**src/rtl/mmio_uart_tx.sv**
```systemverilog
// rtl/mmio_uart_tx.sv - memory-mapped UART transmitter with TX FIFO; even parity bit when UART_TX_PARITY_EN is defined
module mmio_uart_tx #(
  parameter logic [31:0] BASE_ADDR    = 32'h0000_0400,
  parameter int          CLKS_PER_BIT = 16,
  parameter int          FIFO_DEPTH   = 8
) (
  input  logic        clk_i,
  input  logic        rst_i,
  input  logic [31:0] addr_i,
  input  logic [31:0] wdata_i,
  input  logic        we_i,
  output logic        sel_o,
  output logic [31:0] rdata_o,
  output logic        tx_o,
  output logic        busy_o
);

  localparam int PW = $clog2(FIFO_DEPTH);
  localparam int CW = $clog2(FIFO_DEPTH) + 1;
  localparam int BW = $clog2(CLKS_PER_BIT);
  localparam logic [BW-1:0] BAUD_LAST = BW'(CLKS_PER_BIT - 1);
  localparam logic [CW-1:0] CNT_FULL  = CW'(FIFO_DEPTH);

  typedef enum logic [2:0] {
    IDLE,
    START,
    DATA,
`ifdef UART_TX_PARITY_EN
    PARITY,
`endif
    STOP
  } state_t;

  state_t          state_q, state_d;
  logic [BW-1:0]   baud_q, baud_d;
  logic [2:0]      bit_q, bit_d;
  logic [7:0]      sh_q, sh_d;
  logic            tx_q, tx_d;
  logic            pop;
  logic            bit_end;

  logic [7:0]      mem [FIFO_DEPTH];
  logic [PW-1:0]   wptr_q, rptr_q;
  logic [CW-1:0]   count_q;
  logic            ovf_q;

  logic            fifo_empty, fifo_full, push;
  logic            wr_txdata, wr_status;
  logic [7:0]      head;
  logic [7:0]      cnt8;
  logic [31:0]     status;
  logic            unused_wdata;

`ifdef UART_TX_PARITY_EN
  logic            par_q;
`endif

  // register window decode and the byte pushed into the FIFO
  assign sel_o      = (addr_i[31:3] == BASE_ADDR[31:3]);
  assign wr_txdata  = we_i && (addr_i == BASE_ADDR);
  assign wr_status  = we_i && (addr_i == BASE_ADDR + 32'd4);
  assign fifo_empty = (count_q == '0);
  assign fifo_full  = (count_q == CNT_FULL);
  assign push       = wr_txdata && (!fifo_full || pop);
  assign head       = mem[rptr_q];
  assign bit_end    = (baud_q == BAUD_LAST);
  assign unused_wdata = ^wdata_i[31:8];

  // STATUS is built from registered state only, so a load sees the last edge
  assign cnt8    = 8'(count_q);
  assign status  = {16'h0000, cnt8, 4'h0, ovf_q, (state_q != IDLE), fifo_empty, fifo_full};
  assign rdata_o = (addr_i == BASE_ADDR + 32'd4) ? status : 32'h0;
  assign tx_o    = tx_q;
  assign busy_o  = !fifo_empty || (state_q != IDLE);

  // next-state, pop decision and the line level for the next cycle
  always_comb begin
    state_d = state_q;
    baud_d  = baud_q;
    bit_d   = bit_q;
    sh_d    = sh_q;
    pop     = 1'b0;
    case (state_q)
      IDLE: begin
        if (!fifo_empty) begin
          pop     = 1'b1;
          sh_d    = head;
          baud_d  = '0;
          bit_d   = '0;
          state_d = START;
        end
      end
      START: begin
        if (bit_end) begin
          baud_d  = '0;
          state_d = DATA;
        end else begin
          baud_d = baud_q + 1'b1;
        end
      end
      DATA: begin
        if (bit_end) begin
          baud_d = '0;
          sh_d   = {1'b0, sh_q[7:1]};
          if (bit_q == 3'd7) begin
`ifdef UART_TX_PARITY_EN
            state_d = PARITY;
`else
            state_d = STOP;
`endif
          end else begin
            bit_d = bit_q + 1'b1;
          end
        end else begin
          baud_d = baud_q + 1'b1;
        end
      end
`ifdef UART_TX_PARITY_EN
      PARITY: begin
        if (bit_end) begin
          baud_d  = '0;
          state_d = STOP;
        end else begin
          baud_d = baud_q + 1'b1;
        end
      end
`endif
      STOP: begin
        if (bit_end) begin
          baud_d = '0;
          if (!fifo_empty) begin
            pop     = 1'b1;
            sh_d    = head;
            bit_d   = '0;
            state_d = START;
          end else begin
            state_d = IDLE;
          end
        end else begin
          baud_d = baud_q + 1'b1;
        end
      end
      default: state_d = IDLE;
    endcase

    case (state_d)
      START:   tx_d = 1'b0;
      DATA:    tx_d = sh_d[0];
`ifdef UART_TX_PARITY_EN
      PARITY:  tx_d = par_q;
`endif
      default: tx_d = 1'b1;
    endcase
  end

  // FSM state, baud timer, shifter and the glitch-free registered line
  always_ff @(posedge clk_i or negedge rst_i) begin
    if (!rst_i) begin
      state_q <= IDLE;
      baud_q  <= '0;
      bit_q   <= '0;
      sh_q    <= '0;
      tx_q    <= 1'b1;
`ifdef UART_TX_PARITY_EN
      par_q   <= 1'b0;
`endif
    end else begin
      state_q <= state_d;
      baud_q  <= baud_d;
      bit_q   <= bit_d;
      sh_q    <= sh_d;
      tx_q    <= tx_d;
`ifdef UART_TX_PARITY_EN
      if (pop) par_q <= ^head;
`endif
    end
  end

  // FIFO storage; contents are don't-care once the pointers are reset
  always_ff @(posedge clk_i) begin
    if (push) mem[wptr_q] <= wdata_i[7:0];
  end

  // FIFO pointers, occupancy and sticky overflow flag
  always_ff @(posedge clk_i or negedge rst_i) begin
    if (!rst_i) begin
      wptr_q  <= '0;
      rptr_q  <= '0;
      count_q <= '0;
      ovf_q   <= 1'b0;
    end else begin
      if (push) wptr_q <= wptr_q + 1'b1;
      if (pop)  rptr_q <= rptr_q + 1'b1;
      case ({push, pop})
        2'b10:   count_q <= count_q + 1'b1;
        2'b01:   count_q <= count_q - 1'b1;
        default: count_q <= count_q;
      endcase
      if (wr_txdata && !push) ovf_q <= 1'b1;
      else if (wr_status)     ovf_q <= 1'b0;
    end
  end

endmodule
```
**config.mk**
```make
export PLATFORM = sky130hd
export DESIGN_NAME = mmio_uart_tx
export DESIGN_NICKNAME = d
export VERILOG_FILES = /design/src/rtl/mmio_uart_tx.sv
export SDC_FILE = /design/constraint.sdc
export NUM_CORES = 1
export LEC_CHECK = 0
export ABC_AREA = 1
export CAP_MARGIN = 20
export CORE_AREA = 2 2 94 105
export CTS_BUF_LIST = sky130_fd_sc_hd__clkbuf_4 sky130_fd_sc_hd__clkbuf_8 sky130_fd_sc_hd__clkbuf_16
export CTS_CLUSTER_SIZE = 12
export DETAILED_ROUTE_END_ITERATION = 8
export DIE_AREA = 0 0 96 107
export PLACE_DENSITY_LB_ADDON = 0.2
export RECOVER_POWER = 50
export SLEW_MARGIN = 30
export SYNTH_ARGS = -nofsm -noshare
export SYNTH_HDL_FRONTEND = slang
export SYNTH_SLANG_ARGS = --single-unit
```
**constraint.sdc**
```tcl
create_clock -name clk_i -period 2.7 [get_ports clk_i]
set_clock_uncertainty 0.05 [all_clocks]
set_input_delay 0.54 -clock clk_i [delete_from_list [all_inputs] [get_ports clk_i]]
set_output_delay 0.54 -clock clk_i [all_outputs]
set_load 0.005 [all_outputs]
```
==> results of run 1 <==
[cells in the mapped netlist, drive strengths merged (2+ instances only)]
cell,count
nor2,92
nand2,81
edfxtp,64
inv,52
o21ai,42
dfrtp,29
buf,24
a21oi,20
nand3,20
o22ai,14
clkbuf,12
ha,7
nand4,6
xor2,6
nor3,4
o211ai,3
o32ai,2
[state kept, by name (all words and copies together), names as in the netlist]
| name | flops |
|---|---|
| state_q | 3 |
| baud_q | 4 |
| ovf_q | 1 |
| tx_o | 1 |
| sh_q | 8 |
| rptr_q | 3 |
| bit_q | 3 |
| mem | 64 |
| wptr_q | 3 |
| count_q | 4 |
[cell families after synthesis]
group                    Yosys count
AND/OR/NAND/NOR                  205
flip-flops                        94
buffers and inverters             89
AO/OA/AOI/OAI                     81
adder cells (fa/ha/maj)            8
XOR/XNOR                           7
other                              1
[where the power goes]
group          switching, mW  internal, mW
combinational          0.928         0.552
sequential             0.166          1.69
clock                  0.555         0.365
[through the flow]
step / setup slack [ps] / cell area (sq um) / utilization / power (mW)
final: 170 / 5740 / 0.623 / 4.26
after global routing: 32.3 / 5740 / 0.623 / 4.56
after CTS: -34.4 / 5590 / 0.607 / 4.28
after detailed placement: -243 / 5400 / 0.586 / 3.36
after global placement: -239 / 5400 / 0.586 / 3.31
after floorplan: 435 / 4700 / - / 2.91
[layout make-up]
type                    count  share of cell area
flip-flops and latches     94               0.466
multi-input cells         326               0.286
repair buffers             93               0.153
inverters                  53              0.0347
well taps                 117              0.0255
clock buffers               9              0.0216
clock inverters             7              0.0131
[worst register-to-register path: stages (launching register included)]
cell and delay [ps]:
dfrtp_1 430, ha_1 220, nand2_1 130, nor2_4 80
a21oi_4 360, nor2_8 50, nand2_4 80, inv_1 50
ha_1 310, a21oi_1 130, nand2_1 90, nand4_1 90
nand2_1 70, nand2_1 60, nand2_1 40, nand2_1 50
inv_1 30
[how the worst max path moves through the flow]
| stage | start | end | slack (ps) | cells past startpoint |
|---|---|---|---|---|
| after floorplan | baud_q[0]$_DFFE_PN0P_ | count_q[3]$_DFFE_PN0P_ | 430 | 16 |
| after global placement | addr_i[31] | rdata_o[3] | -240 | 10 |
| after detailed placement | addr_i[31] | rdata_o[2] | -240 | 10 |
| after global routing | addr_i[7] | rdata_o[2] | 30 | 10 |
| after CTS | addr_i[20] | rdata_o[2] | -30 | 12 |
| final | addr_i[7] | rdata_o[10] | 170 | 9 |
[metal layers]
metal  vias to the layer above  track usage  share of wire
li1                       1753            -              -
met1                      1674        0.248           0.40
met2                        95        0.366           0.53
met3                        11       0.0358          0.054
met4                         0       0.0704          0.012
met5                         -            0              0
[what timing repair did]
action / 4_1_cts / 5_1_grt
gates cloned: 0 / 0
gates resized for setup: 29 / 42
pin swaps: 2 / 24
setup buffers: 3 / 5
endpoints found under the setup margin: 9 / 8
==> flow_metrics.tcl, run 1 <==
set metrics [dict create \
    nets 652 \
    holdWs_ps 453 \
    ys_top_cells_by_area "edfxtp_1, dfrtp_1, nor2_1" \
    gp_congestion 0.783 \
    yosysTopAreaCell "edfxtp_1" \
    end_kind "output pin" \
    status "complete, but fails checks" \
    async_flop_share 0.319 \
    power.leakage_nw 2.65 \
    final_common_cell "nor2_1" \
    diodes 0 \
    die_w_microns 96 \
    final_layout_size_suffix_gt1_frac 0.156 \
    yosysUniqueCellTypes 33 \
    finalSetupViolCount 0 \
    ys_ff_latch 94 \
    vias 3533 \
    fin_tns_setup_ps 0 \
    clock-root-buffer "clkbuf_8" \
    period_minus_slack_ps 2530 \
    rsz0062_at_grt "false" \
    synth_compound_area_frac 0.0998 \
    yosysWarnings 0 \
    dp_cells 675 \
    worst-r2r-cell-count 16 \
    row_count 37 \
    synth.cell_area_sq_mm 0.00461 \
    maxSlewHeadroom -0.127 \
    clk_pin_slew_ps 100 \
    cts_tree "built" \
    synthAdderAreaFrac 0.0233 \
    avgSynthCellArea_sq_um 9.51 \
    crit_chain "clkdlybuf4s50_1 > inv_1 > nand2_1 > nor2_2 > nand4_1 > buf_4 > buf_4 > nor2_1 > dlygate4sd2_1" \
    worstPathMaxFanout 3 \
    synthCells 485 \
    hold_end "bit_q[1]$_DFFE_PN0P_" \
    synth_top_family_by_area "simple AND/OR/NAND/NOR gates" \
    worstSkewPairLatency_ps 370 \
    drt-total-wl_microns 10000 \
    yosysSeqAreaShare 0.579 \
    multi_input_area_sq_mm 0.00164 \
    final-max-slew-violation-count 31 \
    port_buffers 53 \
    instances_no_fill 699 \
    drv_cap 1 \
    hold_class "flip-flop to flip-flop" \
    cp_top_family "buffers and inverters" \
    synth_top_area_share 0.416 \
    yosys.area_share.simple 0.191 \
    slowest_stage "clkdlybuf4s50_1" \
    violations "max-capacitance violations, max-slew violations" \
    cts_inserted_buffers 9 \
    drc 0 \
    num_io_pins 102 \
    hold_violations 0 \
    cts_num_sinks 94 \
    required_ps 2110 \
    ys.flop_type "edfxtp_1" \
    critPathLaunchType "primary input" \
    syn_to_final_growth_pct 24.3 \
    fin_crit_sh 0.937 \
    cp_slowest_stage_delay_ps 400 \
    most-common-layout-cells "nor2_1, nand2_1, edfxtp_1, inv_1, o21ai_0" \
    ff2ff_setup_slack_ps 260 \
    clk_path_buf_depth 2 \
    ir_drop_mv 0.380 \
    die-area_sq_mm 0.0103 \
    hold_buffers 0 \
    grt_max_degree 35 \
    antenna_found_initial 0 \
    coreArea_sq_mm 0.00921 \
    worstHoldStart "bit_q[1]$_DFFE_PN0P_" \
    area.sequential_sq_mm 0.00267 \
    hold_depth 2 \
    ant_nets 0 \
    tightest_slew_ps 1690 \
    cpMostUsedCell "buf_4" \
    grt.overflow.total 0 \
    firstDrtPassIters 5 \
    synth.mux.area_fraction 0 \
    grt_pass1_vias 3419 \
    grt_first_pass_wirelength_microns 16200 \
    dpl.hpwl_microns 7090 \
    r2r-end "count_q[3]$_DFFE_PN0P_" \
    wl_per_cell_microns 14.3 \
    die-height_microns 107 \
    start_util 0.501 \
    cts.htree.levels 3 \
    drt_iter0_drc 143 \
    fillers 778 \
    p_per_area_mw_per_mm2 742 \
    fmax_mhz 395 \
    arrival_ps 1940 \
    grtUsageTotal 0.206 \
    routed_via_density 5.05 \
    synth_xor_xnor_area_share 0.0133 \
    path_buf_inv 5 \
    worstSetupPathType "primary input to output pin" \
    crit-reg2reg-launch "baud_q[0]$_DFFE_PN0P_" \
    synth_edf_count 64 \
]
Power figures use the tool's default switching activity.
==> inputs of run 2 (changes only) <==
--- a/config.mk
+++ b/config.mk
@@ -6,6 +6,7 @@
 export NUM_CORES = 1
 export LEC_CHECK = 0
 export ABC_AREA = 1
+export ABC_CLOCK_PERIOD_IN_PS = 2700
 export CAP_MARGIN = 20
 export CORE_AREA = 2 2 94 105
 export CTS_BUF_LIST = sky130_fd_sc_hd__clkbuf_4 sky130_fd_sc_hd__clkbuf_8 sky130_fd_sc_hd__clkbuf_16
==> results of run 2 <==
Same layout as run 1: the final DEF is identical, and so are final timing and power.
==> inputs of run 3 (changes only) <==
--- a/config.mk
+++ b/config.mk
@@ -6,7 +6,6 @@
 export NUM_CORES = 1
 export LEC_CHECK = 0
 export ABC_AREA = 1
-export ABC_CLOCK_PERIOD_IN_PS = 2700
 export CAP_MARGIN = 20
 export CORE_AREA = 2 2 94 105
 export CTS_BUF_LIST = sky130_fd_sc_hd__clkbuf_4 sky130_fd_sc_hd__clkbuf_8 sky130_fd_sc_hd__clkbuf_16
==> results of run 3 <==
Same layout as run 1: the final DEF is identical, and so are final timing and power.
==> patch 1, RTL diff (settings of run 1) <==
Make the reset (`rst_i`) synchronous in 2 clocked blocks.
--- a/src/rtl/mmio_uart_tx.sv
+++ b/src/rtl/mmio_uart_tx.sv
@@ -155,5 +155,5 @@
 
   // FSM state, baud timer, shifter and the glitch-free registered line
-  always_ff @(posedge clk_i or negedge rst_i) begin
+  always_ff @(posedge clk_i) begin
     if (!rst_i) begin
       state_q <= IDLE;
@@ -183,5 +183,5 @@
 
   // FIFO pointers, occupancy and sticky overflow flag
-  always_ff @(posedge clk_i or negedge rst_i) begin
+  always_ff @(posedge clk_i) begin
     if (!rst_i) begin
       wptr_q  <= '0;
Formal check against the unedited RTL: differs if rst_i is asserted again (counterexample within 4 cycles, from zero or initial values and one cycle with rst_i low); with rst_i held inactive, the same outputs for 10 cycles.
==> patch 1 against run 1 <==
Fmax fell by 3.9%. Synthesized cell count fell by 0.62%. Count of clock-buffer cells in the layout rose by 1. Design area fell by 0.70%. Sequential cell count rose by 3. Clock power barely moved. Worst setup slack got worse by 100 ps. Sequential share of layout area fell by 1.3 points. Routed wire length rose by 4.2%. Global-route usage rose by 0.38 points. Synthesized area fell by 0.84%. Critical path depth did not move. Combinational power fell by 29%. Power fell by 14%. Largest cell class unchanged. Largest power group unchanged.
==> patch 1: results (changes against run 1) <==
[status]
status=finished, final reports clean

[clock_tree]
post_cts.repair.setup_buffers=14  ; +11
htreeDepth=3  ; unchanged
cts_made_buffers=9  ; unchanged
cts.path.max_buffers=2  ; unchanged
root_buffer=sky130_fd_sc_hd__clkbuf_8
post_cts_resize_count=39  ; +34%
worst_setup_hold_path_clk_slew_ps=90

[synth]
synth_common_cells=sky130_fd_sc_hd__nand2_1, sky130_fd_sc_hd__nor2_1, sky130_fd_sc_hd__edfxtp_1, sky130_fd_sc_hd__dfxtp_1, sky130_fd_sc_hd__inv_1
async_reset_ff_share_pct=0  ; -32 points
synth-seq-area-share_pct=56.44  ; -1.5 points
post_synth_inst_count=482  ; -0.62%
synth.yosys.warnings=0  ; unchanged
synthTopCellsByArea=sky130_fd_sc_hd__edfxtp_1, sky130_fd_sc_hd__dfxtp_1, sky130_fd_sc_hd__nand2_1
dominantRegCellSynth=sky130_fd_sc_hd__edfxtp_1
synth.distinct_cells=37  ; +12%
synth_edf_count=64  ; unchanged

[placed_design]
final_hpwl_dp_mm=6.922  ; -2.4%
place_worst_setup_slack_ps=-414.8  ; -171.7 ps
place.port_buffers=53  ; unchanged
dp.cells=668  ; -1.0%
globalplace.congestion=0.8299  ; +5.9%
post_dp_cell_area_mm2=0.005321  ; -1.4%

[hold_path]
hold_path.startpoint=sh_q[2]
hold_path.class=flip-flop to flip-flop
holdPathEnd=sh_q[2]
min_path_cells=2  ; unchanged

[worst_setup_path]
critical-path-slowest-cell=sky130_fd_sc_hd__dlygate4sd2_1
cp_slowest_stage_delay_ps=240  ; -160 ps
cp_top_family=buffers and inverters
worst_r2r_endpoint=count_q[2]
timing.reg2reg.setup_slack_ps=440  ; +180 ps
crit_path_start=addr_i[8]
reg2regPathDepth=11  ; -5
crit_path_max_fanout=2  ; -1
crit_reg_reg_startpoint=baud_q[0]
cp.arrival_ps=2040  ; +100 ps

[grt]
first_global_vias=3413  ; -0.18%
wire_length_of_the_first_global_routing_pass_mm=16.43  ; +1.4%
initial_antenna_violation_count=0  ; unchanged
grt_max_degree=33  ; -5.7%
grt_use_total_pct=20.99  ; +0.38 points

[job]
drv_cap=0  ; -1

[routing]
wirelength_mm=10.42  ; +4.2%
dr_total_vias=3624  ; +2.6%
detailedRoute.firstPassIterationCount=4  ; -1
avgViaCountPerCell=5.185  ; +2.6%
antenna_left=0  ; unchanged
detail_route.iter0.violations=169  ; +18%

[layout]
diodes=0  ; unchanged
nets=652  ; unchanged
largestRegisters=mem x64, sh_q x8
nFillCells=742  ; -4.6%
fraction_of_final_layout_cells_sized_beyond_drive_strength_1_pct=18.38  ; +2.7 points

[timing]
max_slew_margin_pct=57.76  ; +70 points
hold-worst-slack_ps=420.2  ; -32.54 ps

[power_and_ir_drop]
total_leakage_power_nw=2.200  ; -17%
vdd_drop_max_mv=0.3791  ; -0.18%

-- patch 1: cell count changes after synthesis, sizes merged, moves of 11 or more --
| cell | before | now |
|---|---|---|
| or2 | 1 | 12 |
| o22ai | 14 | 0 |
| dfrtp | 29 | 0 |
| nand3 | 20 | 32 |
| o21ai | 42 | 23 |
| o211ai | 3 | 25 |
| inv | 52 | 31 |
| dfxtp | 0 | 33 |
| nor2 | 92 | 71 |
-- patch 1: cell families after synthesis --
family,Yosys count,synth area share (%)
AO/OA/AOI/OAI,80,10.66
XOR/XNOR,2,0.3829
adder cells (fa/ha/maj),8,2.352
buffers and inverters,66,7.438
flip-flops,97,56.44
other,1,0.08196
AND/OR/NAND/NOR,228,22.64
-- patch 1: layer usage --
layer	routed length (um)	up-vias	track usage, %
met2	5291	77	36.16
li1	-	1802	-
met3	343	23	4.287
met4	215	0	7.245
met5	0	-	0
met1	4565	1722	25.84
-- patch 1: where the power goes --
part,total [mW],switching [mW],internal [mW]
clock network,0.918,0.537,0.382
logic,1.05,0.642,0.411
registers,1.71,0.0545,1.66
-- patch 1: final cells by class --
type / instances / area (um2) / area share [%]
sequential: 97 / 2582 / 45.32
inverter: 31 / 116.4 / 2.042
clock buffer: 10 / 137.6 / 2.415
timing repair buffer: 95 / 827.0 / 14.51
tap: 117 / 146.4 / 2.569
multi-input combinational: 343 / 1832 / 32.15
clock inverter: 6 / 56.30 / 0.9881
-- patch 1: worst max-delay path by stage --
stage,endpoint,slack (ps)
final,sel_o,70
after global routing,count_q[3],-30
after CTS,rdata_o[0],10
after detailed placement,rdata_o[0],-410
after global placement,rdata_o[0],-380
after floorplan,mem[0][0],350
-- patch 1: worst min-delay path: cells and delay by family (launching register included) --
kind,cells,cell delay [ps]
and+or+nand+nor,1,60
AOI/OAI and AO/OA,1,50
DFF,1,320
==> patch 2, RTL diff (config.mk and constraints of run 1) <==
Made on the original files. Change the parameter `FIFO_DEPTH` from 8 to 4.
--- a/src/rtl/mmio_uart_tx.sv
+++ b/src/rtl/mmio_uart_tx.sv
@@ -3,5 +3,5 @@
   parameter logic [31:0] BASE_ADDR    = 32'h0000_0400,
   parameter int          CLKS_PER_BIT = 16,
-  parameter int          FIFO_DEPTH   = 8
+  parameter int          FIFO_DEPTH   = 4
 ) (
   input  logic        clk_i,
Behaviour: not the same (a bounded check fails within 10 cycles, from zero or initial values and one cycle with rst_i low).
==> patch 2 against run 1 <==
Routed wire length shrank 39%. Power shrank 31%. Design area fell by 29%. Worst setup slack better by 22 ps. Synthesized area fell by 31%. The run still ends with max-capacitance violations, max-slew violations left. Combinational power fell by 41%. Register-to-register slack hardly changed. Largest power group unchanged. Sequential cell count decreased by 35.
==> patch 2: results (changes against run 1) <==
[timing]
worst_pin_slew_ps=1522  ; -167.7 ps
hold-worst-slack_ps=426.9  ; -25.89 ps
maxSlewViolCount=28  ; -9.7%

[routing]
detailedRoute.firstPassIterationCount=4  ; -1
dr_total_vias=2396  ; -32%
wire_length_on_met1_mm=2.664  ; -33%
met2WireLength_mm=3.096  ; -42%
routed-wl-met3_um=249  ; -54%
detail_route.iter0.violations=83  ; -42%

[grt]
grt_use_total_pct=13.05  ; -7.6 points
wire_length_of_the_first_global_routing_pass_mm=10.38  ; -36%
first_global_vias=2278  ; -33%
grt.met1_usage_pct=15.54  ; -9.3 points
grt_util_met2_pct=21.73  ; -15 points
grt_util_met3_pct=4.146  ; +0.56 points
grt_max_degree=28  ; -20%

[clock_tree]
post_cts.repair.setup_buffers=0  ; -3
worst_skew_pair_latency_ps=330  ; -40 ps
post_cts_resize_count=11  ; -62%
cts_made_buffers=9  ; unchanged
worst_setup_hold_path_clk_slew_ps=70  ; -30 ps

[worst_setup_path]
worst_r2r_endpoint=count_q[2]
reg2regPathDepth=12  ; -4
crit_path_max_fanout=5  ; +2
crit_path_start=addr_i[9]
cp.arrival_ps=1920  ; -20 ps
crit_path_end=rdata_o[0]

[synth]
async_reset_ff_share_pct=45.76  ; +14 points
yosys.area_share.xor_xnor_pct=1.383  ; +0.055 points
post_synth_inst_count=345  ; -29%
synth-seq-area-share_pct=51.74  ; -6.2 points
synth_edf_count=32  ; -50%
synth_common_cells=sky130_fd_sc_hd__nand2_1, sky130_fd_sc_hd__nor2_1, sky130_fd_sc_hd__inv_1, sky130_fd_sc_hd__edfxtp_1, sky130_fd_sc_hd__dfrtp_1
synthTopCellsByArea=sky130_fd_sc_hd__edfxtp_1, sky130_fd_sc_hd__dfrtp_1, sky130_fd_sc_hd__nand2_1
synth-adder-area-share_pct=3.794  ; +1.5 points
synth_area_mm2=0.003166  ; -31%
synth-compound-area-share_pct=6.798  ; -3.2 points

[status]
violations=max-capacitance violations, max-slew violations
status=finished with violations

[placed_design]
place.port_buffers=52  ; -1.9%
dp.cells=525  ; -22%
globalplace.congestion=0.7331  ; -6.4%

[layout]
nets=497  ; -24%
fraction_of_final_layout_cells_sized_beyond_drive_strength_1_pct=16.67  ; +1.0 points

[power_and_ir_drop]
total_leakage_power_nw=1.827  ; -31%

[hold_path]
hold_path.startpoint=ovf_q
hold_path.class=flip-flop to flip-flop
min_path_cells=2  ; unchanged
holdPathEnd=ovf_q

[job]
drv_cap=1  ; unchanged

[patch 2: changes by cell type after synthesis, moves of 3 or more]
| cell | before | now |
|---|---|---|
| sky130_fd_sc_hd__inv_1 | 47 | 36 |
| sky130_fd_sc_hd__nand3_2 | 0 | 3 |
| sky130_fd_sc_hd__nor2_2 | 2 | 9 |
| sky130_fd_sc_hd__nor2_1 | 87 | 46 |
| sky130_fd_sc_hd__buf_2 | 0 | 3 |
| sky130_fd_sc_hd__edfxtp_1 | 64 | 32 |
| sky130_fd_sc_hd__clkbuf_1 | 12 | 0 |
| sky130_fd_sc_hd__a21oi_1 | 18 | 7 |
| sky130_fd_sc_hd__o21ai_0 | 40 | 18 |
| sky130_fd_sc_hd__o22ai_1 | 14 | 6 |
| sky130_fd_sc_hd__nand2_2 | 2 | 9 |
| sky130_fd_sc_hd__dfrtp_1 | 29 | 26 |
| sky130_fd_sc_hd__nand2_1 | 77 | 59 |
[patch 2: layout make-up]
type                            count  area (um2)
Tap cell                          117       146.4
Fill cell                         893        5131
Inverter                           41       153.9
Sequential cell                    59        1638
Clock inverter                      6       90.09
Multi-Input combinational cell    240        1259
Timing Repair Buffer               70       663.1
Clock buffer                       10       131.4
[patch 2: tightest hold or removal path, cell delays in order (launching register included)]
cell and delay [ps]:
sky130_fd_sc_hd__dfrtp_1 350, sky130_fd_sc_hd__nand2_1 60, sky130_fd_sc_hd__nand2_1 50
[patch 2: metrics by stage]
stage	setup WS [ps]	cell area, um2
final	191.8	4081
after global routing	43.22	4081
after floorplan	396.1	3259
after CTS	-72.11	4081
after global placement	-215.7	3846
after detailed placement	-228.6	3846
[patch 2: where the power goes]
part / switching (mW) / internal, mW
clock network: 0.354 / 0.531
logic: 0.536 / 0.337
registers: 0.105 / 1.09
total: 0.996 / 1.96
